===== config.mk =====
export PLATFORM = sky130hd
export DESIGN_NAME = shift_ex_stage
export DESIGN_NICKNAME = d
export VERILOG_FILES = /design/src/rtl/cpu16_pkg.sv /design/src/rtl/shift_core.sv /design/src/rtl/shift_ex_stage.sv
export SDC_FILE = /design/constraint.sdc
export NUM_CORES = 1
export LEC_CHECK = 0
export CORE_UTILIZATION = 42
export CTS_BUF_LIST = sky130_fd_sc_hd__clkbuf_4 sky130_fd_sc_hd__clkbuf_8
export DETAILED_ROUTE_END_ITERATION = 16
export MAX_ROUTING_LAYER = met4
export PLACE_DENSITY = 0.62
export SETUP_SLACK_MARGIN = 0.02
export SLEW_MARGIN = 20
export SYNTH_ARGS = -nofsm -noshare
export SYNTH_HDL_FRONTEND = slang
export SYNTH_HIERARCHICAL = 1
export SYNTH_SLANG_ARGS = --single-unit

===== constraint.sdc =====
create_clock -name clk -period 3.6 [get_ports clk]
set_input_delay 0.36 -clock clk [delete_from_list [all_inputs] [get_ports clk]]
set_output_delay 0.36 -clock clk [all_outputs]
set_load 0.1 [all_outputs]

===== src/rtl/cpu16_pkg.sv =====
// Shared widths, shift op encodings and the buffered result entry for the 16-bit CPU execute stage.
// Optional macro SHIFT_CARRY_EN adds a carry-out bit to every entry.
package cpu16_pkg;

  localparam int unsigned DW = 16;
  localparam int unsigned SW = 4;
  localparam int unsigned TW = 3;

  localparam logic [1:0] OP_SLL  = 2'b00;
  localparam logic [1:0] OP_SRL  = 2'b01;
  localparam logic [1:0] OP_SRA  = 2'b10;
  localparam logic [1:0] OP_PASS = 2'b11;

  typedef struct packed {
    logic [DW-1:0] result;
    logic [TW-1:0] rd;
`ifdef SHIFT_CARRY_EN
    logic          carry;
`endif
  } entry_t;

endpackage


===== src/rtl/shift_core.sv =====
// Combinational 16-bit shifter: SLL/SRL/SRA/PASS.
// With SHIFT_CARRY_EN defined it also returns the last bit shifted out.
module shift_core
  import cpu16_pkg::*;
(
  input  logic [1:0]    op_i,
  input  logic [DW-1:0] a_i,
  input  logic [SW-1:0] shamt_i,
`ifdef SHIFT_CARRY_EN
  output logic          carry_o,
`endif
  output logic [DW-1:0] result_o
);

  always_comb begin
    result_o = a_i;
    case (op_i)
      OP_SLL:  result_o = a_i << shamt_i;
      OP_SRL:  result_o = a_i >> shamt_i;
      OP_SRA:  result_o = DW'($signed(a_i) >>> shamt_i);
      default: result_o = a_i;
    endcase
  end

`ifdef SHIFT_CARRY_EN
  logic [SW-1:0] sll_idx;
  logic [SW-1:0] srl_idx;

  // Indices only matter for shamt != 0, where they stay inside the operand.
  always_comb begin
    sll_idx = SW'(0) - shamt_i;
    srl_idx = shamt_i - SW'(1);
    carry_o = 1'b0;
    if (shamt_i != SW'(0)) begin
      case (op_i)
        OP_SLL:  carry_o = a_i[sll_idx];
        OP_SRL:  carry_o = a_i[srl_idx];
        OP_SRA:  carry_o = a_i[srl_idx];
        default: carry_o = 1'b0;
      endcase
    end
  end
`endif

endmodule


===== src/rtl/shift_ex_stage.sv =====
// Execute-stage shift unit with a 2-entry elastic buffer (main R + skid S) toward writeback.
// Optional macro SHIFT_CARRY_EN adds the out_carry port.
module shift_ex_stage
  import cpu16_pkg::*;
(
  input  logic          clk,
  input  logic          rst,
  input  logic          in_valid,
  output logic          in_ready,
  input  logic [1:0]    in_op,
  input  logic [DW-1:0] in_a,
  input  logic [SW-1:0] in_shamt,
  input  logic [TW-1:0] in_rd,
  output logic          out_valid,
  input  logic          out_ready,
  output logic [DW-1:0] out_result,
`ifdef SHIFT_CARRY_EN
  output logic          out_carry,
`endif
  output logic [TW-1:0] out_rd
);

  entry_t        r_q, r_d, s_q, s_d, new_c;
  logic          r_valid_q, r_valid_d, s_valid_q, s_valid_d;
  logic          accept_c, transfer_c;
  logic [DW-1:0] core_result;
`ifdef SHIFT_CARRY_EN
  logic          core_carry;
`endif

  shift_core u_core (
    .op_i     (in_op),
    .a_i      (in_a),
    .shamt_i  (in_shamt),
`ifdef SHIFT_CARRY_EN
    .carry_o  (core_carry),
`endif
    .result_o (core_result)
  );

  // Results are computed on acceptance; only finished entries are stored.
  always_comb begin
    new_c        = '0;
    new_c.result = core_result;
    new_c.rd     = in_rd;
`ifdef SHIFT_CARRY_EN
    new_c.carry  = core_carry;
`endif
  end

  assign accept_c   = in_valid && !s_valid_q;
  assign transfer_c = r_valid_q && out_ready;

  always_comb begin
    r_d       = r_q;
    s_d       = s_q;
    r_valid_d = r_valid_q;
    s_valid_d = s_valid_q;
    if (!r_valid_q || transfer_c) begin
      if (s_valid_q) begin
        r_d       = s_q;
        r_valid_d = 1'b1;
        s_valid_d = accept_c;
        if (accept_c) s_d = new_c;
      end else if (accept_c) begin
        r_d       = new_c;
        r_valid_d = 1'b1;
      end else begin
        r_valid_d = 1'b0;
      end
    end else if (accept_c) begin
      s_d       = new_c;
      s_valid_d = 1'b1;
    end
  end

  always_ff @(posedge clk) begin
    if (rst) begin
      r_q       <= '0;
      s_q       <= '0;
      r_valid_q <= 1'b0;
      s_valid_q <= 1'b0;
    end else begin
      r_q       <= r_d;
      s_q       <= s_d;
      r_valid_q <= r_valid_d;
      s_valid_q <= s_valid_d;
    end
  end

  // in_ready comes straight from state, never from out_ready.
  assign in_ready   = !s_valid_q;
  assign out_valid  = r_valid_q;
  assign out_result = r_q.result;
  assign out_rd     = r_q.rd;
`ifdef SHIFT_CARRY_EN
  assign out_carry  = r_q.carry;
`endif

endmodule


==> results_dict.tcl <==
set metrics [dict create \
    power_leakage_uw 0.00143 \
    cts.path.max_buffers 2 \
    synthToLayoutAreaGrowth_pct 16.3 \
    dieArea_um2 8680 \
    die_y_um 93.2 \
    layout_commonest_cell "nand2_1" \
    ys_seq_elements 40 \
    cts_sinks 40 \
    wl_per_cell_um 20.0 \
    start_util 0.443 \
    reg2reg_setup_slack_ns 1.39 \
    grt_overflow_total 0 \
    htreeDepth 2 \
    holdBufCountCts 0 \
    fill_cells 737 \
    wirelength_mm 10.8 \
    worstHoldPathCells 2 \
    status "finished, final reports clean" \
    syn_area_per_cell_um2 8.58 \
    setup_viol 0 \
    synth-simple-area-share 0.166 \
    reg2reg_to "out_result[0]$_SDFFE_PP0P_" \
    chipWidth_um 93.2 \
    synth_cell_type_count 63 \
    hpwl_mm 8.11 \
    ys_top_cells_by_area "dfxtp_1, mux2i_1, a21oi_1" \
    synth_top_family_by_area "multiplexers" \
    async_flop_share 0 \
    peakVddDrop_uv 139 \
    ys.flop_type "dfxtp_1" \
    cts_buffers 5 \
    yosys_warnings 6 \
    synth_cells 407 \
    clk_latency_ns 0.29 \
    rows 32 \
    grt_setup_unrepaired "no" \
    antenna_found_initial 0 \
    synth_edf_count 0 \
    worstReg2RegStart "s_valid_q$_SDFFE_PP0P_" \
    yosysTopAreaCellShare 0.229 \
    yosysSeqAreaShare 0.229 \
    vias 3364 \
    core_area_um2 7890 \
    whs_endpoint "s_q[3]$_SDFFE_PP0P_" \
    syn-cell-area_um2 3490 \
    worstSetupPathType "input port to flip-flop" \
    mostFrequentLayoutCells "nand2_1, clkdlybuf4s50_1, a21oi_1" \
    portBuffers 49 \
    cts-root-buf "clkbuf_8" \
    gp_congestion 1.01 \
    layout.nets 469 \
    drv_slew 0 \
    grt_max_degree 41 \
    setup_tns_ns 0 \
    start_kind "input port" \
    cts_resized 0 \
    antennaDiodeCount 0 \
    syn-num-nets 436 \
    drt_iter0_markers 264 \
    fmax_mhz 346 \
    post_cts_buffers 0 \
    relSlewSlack 0.325 \
    fin_crit_sh 0.803 \
    arrival_ns 3.10 \
    ant_nets 0 \
    cp.required_ns 3.81 \
    r2r_cells 5 \
    power.density_nw_per_um2 333 \
    worst_pin_slew_ns 1.01 \
    utilization 0.515 \
    avgViaCountPerCell 6.21 \
    gr-usage-all-layers 0.265 \
    yosysTopAreaCell "dfxtp_1" \
    cap_violations 0 \
    cts_tree "built" \
    remaining_drc_errors 0 \
    hp-class "flip-flop to flip-flop" \
    min_period_ns 2.89 \
    boundaryPins 50 \
    grt_pass1_wl_mm 17.4 \
    synthXorXnorAreaFrac 0.00251 \
    synth_compound_area_frac 0.259 \
    muxShareOfSynthArea 0.262 \
    grt_pass1_vias 3179 \
    finalClockSkew_ns 0.0108 \
    clk_pin_slew_ns 0.08 \
    min_from "s_q[3]$_SDFFE_PP0P_" \
    critPathMaxFanout 19 \
    drive_above_1_share 0.148 \
    endpoint_kind "flip-flop" \
    hold_violations 0 \
    dr.pass1.iters 5 \
    synthAdderAreaFrac 0 \
]
-- metrics by stage --
stage	hold WS, ns	cells	worst slack [ns]	total power (µW)	instance area, µm²
floorplan	0.436	407	1.57	914	3490
global placement	0.441	535	0.541	1070	3980
detailed placement	0.448	535	0.375	1070	3980
CTS	0.458	542	0.682	1360	4060
global route	0.475	542	0.503	1420	4060
finish	0.457	542	0.708	1350	4060
-- Yosys cell counts (all sizes together) (2+ instances only) --
master,n
a211o,3
a211oi,28
a21oi,47
a31oi,5
and2,3
and3,2
buf,26
clkbuf,16
dfxtp,40
inv,5
mux2,8
mux2i,43
mux4,16
nand2,52
nand2b,5
nand3,4
nand3b,3
nor2,31
nor3,8
nor4,2
o211ai,5
o21a,2
o21ai,13
o221ai,5
o22a,2
o22ai,4
o31ai,2
o32a,2
o41ai,2
or2,5
or3,2
-- logic make-up (layout without fill, tap and decap cells) --
kind of cell / after synthesis / after routing
AO/OA/AOI/OAI: 130 / 130
AND/OR/NAND/NOR: 122 / 122
multiplexers: 67 / 67
buffers and inverters: 47 / 80
flip-flops: 40 / 40
XOR/XNOR: 1 / 1
-- layer usage --
layer	up-vias	global-route usage	share of wire
li1	1598	-	-
met1	1633	0.350	0.46
met2	114	0.412	0.46
met3	19	0.0447	0.062
met4	0	0.0872	0.025
met5	-	-	0
-- power breakdown --
group | switching [µW] | total [µW] | leakage [µW] | internal, µW
Sequential | 13.3 | 482 | 0.000328 | 468
Clock | 155 | 286 | 0.0000400 | 131
Combinational | 381 | 583 | 0.00106 | 202
-- registers in the layout, summed over array words and instances (netlist names) --
signal,cells
out_rd,3
out_result,16
out_valid,1
s_q,19
s_valid_q,1
-- worst max path at each step --
| stage | start | to | slack, ns | cells past startpoint |
|---|---|---|---|---|
| 4_1_cts | in_shamt[2] | out_result[5]$_SDFFE_PP0P_ | 0.68 | 9 |
| 3_5_place_dp | in_shamt[2] | out_result[5]$_SDFFE_PP0P_ | 0.38 | 9 |
| 3_3_place_gp | in_shamt[2] | out_result[5]$_SDFFE_PP0P_ | 0.54 | 9 |
| 5_1_grt | in_shamt[2] | out_result[5]$_SDFFE_PP0P_ | 0.50 | 9 |
| 2_1_floorplan | in_op[1] | out_result[5]$_SDFFE_PP0P_ | 1.57 | 8 |
| 6_report | in_shamt[2] | out_result[5]$_SDFFE_PP0P_ | 0.71 | 9 |
-- critical path, stage by stage --
cell             delay (ns)
clkdlybuf4s50_1        0.81
buf_4                  0.35
nor2_1                 0.29
nand2_1                0.09
a22o_1                 0.20
and2_0                 0.16
o41ai_1                0.47
mux2i_1                0.13
a211oi_1               0.23
-- cell type report --
class                      instances  area (µm²)  share of cell area
inverter                           5        18.8             0.00462
tap                              102         128              0.0314
sequential                        40         801               0.197
clock inverter                     2        12.5             0.00308
timing repair buffer              68         628               0.155
clock buffer                       5        68.8              0.0169
multi-input combinational        320        2400               0.592
(Power assumes the default switching activity.)
==> RTL edit, RTL diff (same settings) <==
Remove the case item `OP_SLL` of the case on `op_i`.
--- a/src/rtl/shift_core.sv
+++ b/src/rtl/shift_core.sv
@@ -15,7 +15,6 @@
   always_comb begin
     result_o = a_i;
     case (op_i)
-      OP_SLL:  result_o = a_i << shamt_i;
       OP_SRL:  result_o = a_i >> shamt_i;
       OP_SRA:  result_o = DW'($signed(a_i) >>> shamt_i);
       default: result_o = a_i;
Formal check against the unedited RTL: not equivalent (Yosys sat finds a counterexample within 4 cycles, from zero or initial values and one cycle with rst high).
==> RTL edit against the unedited design <==
Sequential power hardly changed. Global-route usage is 2.8 points lower. Sequential cell count stayed put. Core utilization is 1.1 points higher. Via count is 17% lower. Design area is 12% lower. Setup slack better by 0.19 ns. Total power is 2.1% higher. Wire length is 26% lower. Synthesized area is 16% lower. Largest cell class unchanged. Highest routed layer unchanged.
==> RTL edit: results <==
set metrics [dict create \
    status "completed" \
    grt.total_usage_pct 23.7 \
    synth_seq_area_share_pct 27.2 \
    leakagePower_nw 1.24 \
    clockRootBuffer "clkbuf_8" \
    grt_max_degree 27 \
    ys_async_sr_fraction_pct 0 \
    maxSlewHeadroom_pct 34.9 \
    skew_ns 0.00482 \
    cts.path.max_buffers 2 \
    vias 2800 \
    post-place-ws_ns 0.632 \
    clkLatencyLatePin_ns 0.28 \
    synth_mux_area_share_pct 23.0 \
    whs_ns 0.456 \
    synth_fa_ha_area_share_pct 0.851 \
    min_from "s_q[18]$_SDFFE_PP0P_" \
    routed_wl_um 8010 \
    instances_no_fill 474 \
    r2r_slack_ns 1.62 \
    vdd_drop_max_mv 0.371 \
    ys_top_cells_by_count "nand2_1, a21oi_1, dfxtp_1" \
    reg2reg_depth 3 \
    grt_first_pass_wirelength_um 13400 \
    drt-initial-drc-count 295 \
    grt_pass1_vias 2638 \
    crit_start "in_shamt[1]" \
    numCtsBuffers 5 \
    ctsResizeCount 0 \
    gp_congestion 0.963 \
    clk_pin_slew_ns 0.07 \
    cts.htree.levels 2 \
    place_area_um2 3450 \
    drive_gt1_share_pct 14.8 \
    synth-xor-area-share_pct 0 \
    setup_slack_ns 0.899 \
    largest_register_ffs 19 \
    fin_nets 408 \
    cpPeakStageDelay_ns 0.98 \
    synth_cell_types 54 \
    r2r_end "out_rd[1]$_SDFFE_PP0P_" \
    endpoint "out_result[1]$_SDFFE_PP0P_" \
    yosys-top-cells-area "dfxtp_1, mux2i_1, a21oi_1, mux4_2, nand2_1" \
    dp_hpwl_um 5600 \
    critPathArrivalTime_ns 2.83 \
    cp_max_fo 16 \
    holdPathEnd "s_q[18]$_SDFFE_PP0P_" \
    top_register "s_q" \
    synth_compound_area_share_pct 25.4 \
    syn-num-nets 376 \
    syn-instance-count 345 \
]
[RTL edit: power by group]
group          total, W  switching (W)  internal (W)
logic          0.000503       0.000328      0.000175
registers      0.000483      0.0000144      0.000468
clock network  0.000393       0.000149      0.000245
[RTL edit: kinds of logic after synthesis]
logic type	Yosys count
AOI/OAI and AO/OA	107
adders and majority gates	2
buffers and inverters	44
DFF	40
muxes	54
and+or+nand+nor	98
[RTL edit: routing by layer]
| layer | wire [um] | part of all wire [%] | GRT usage (%) |
|---|---|---|---|
| met1 | 3640 | 45 | 32.5 |
| met2 | 3740 | 47 | 36.7 |
| met3 | 479 | 6.0 | 4.04 |
| met4 | 146 | 1.8 | 5.30 |
| met5 | 0 | 0 | - |
[RTL edit: area by class of cell]
cell class / instances / area [um2]
Multi-Input combinational cell: 261 / 1920
Tap cell: 96 / 120
Timing Repair Buffer: 60 / 573
Inverter: 9 / 33.8
Clock inverter: 1 / 30.0
Clock buffer: 7 / 96.3
Sequential cell: 40 / 801
Fill cell: 653 / 3220
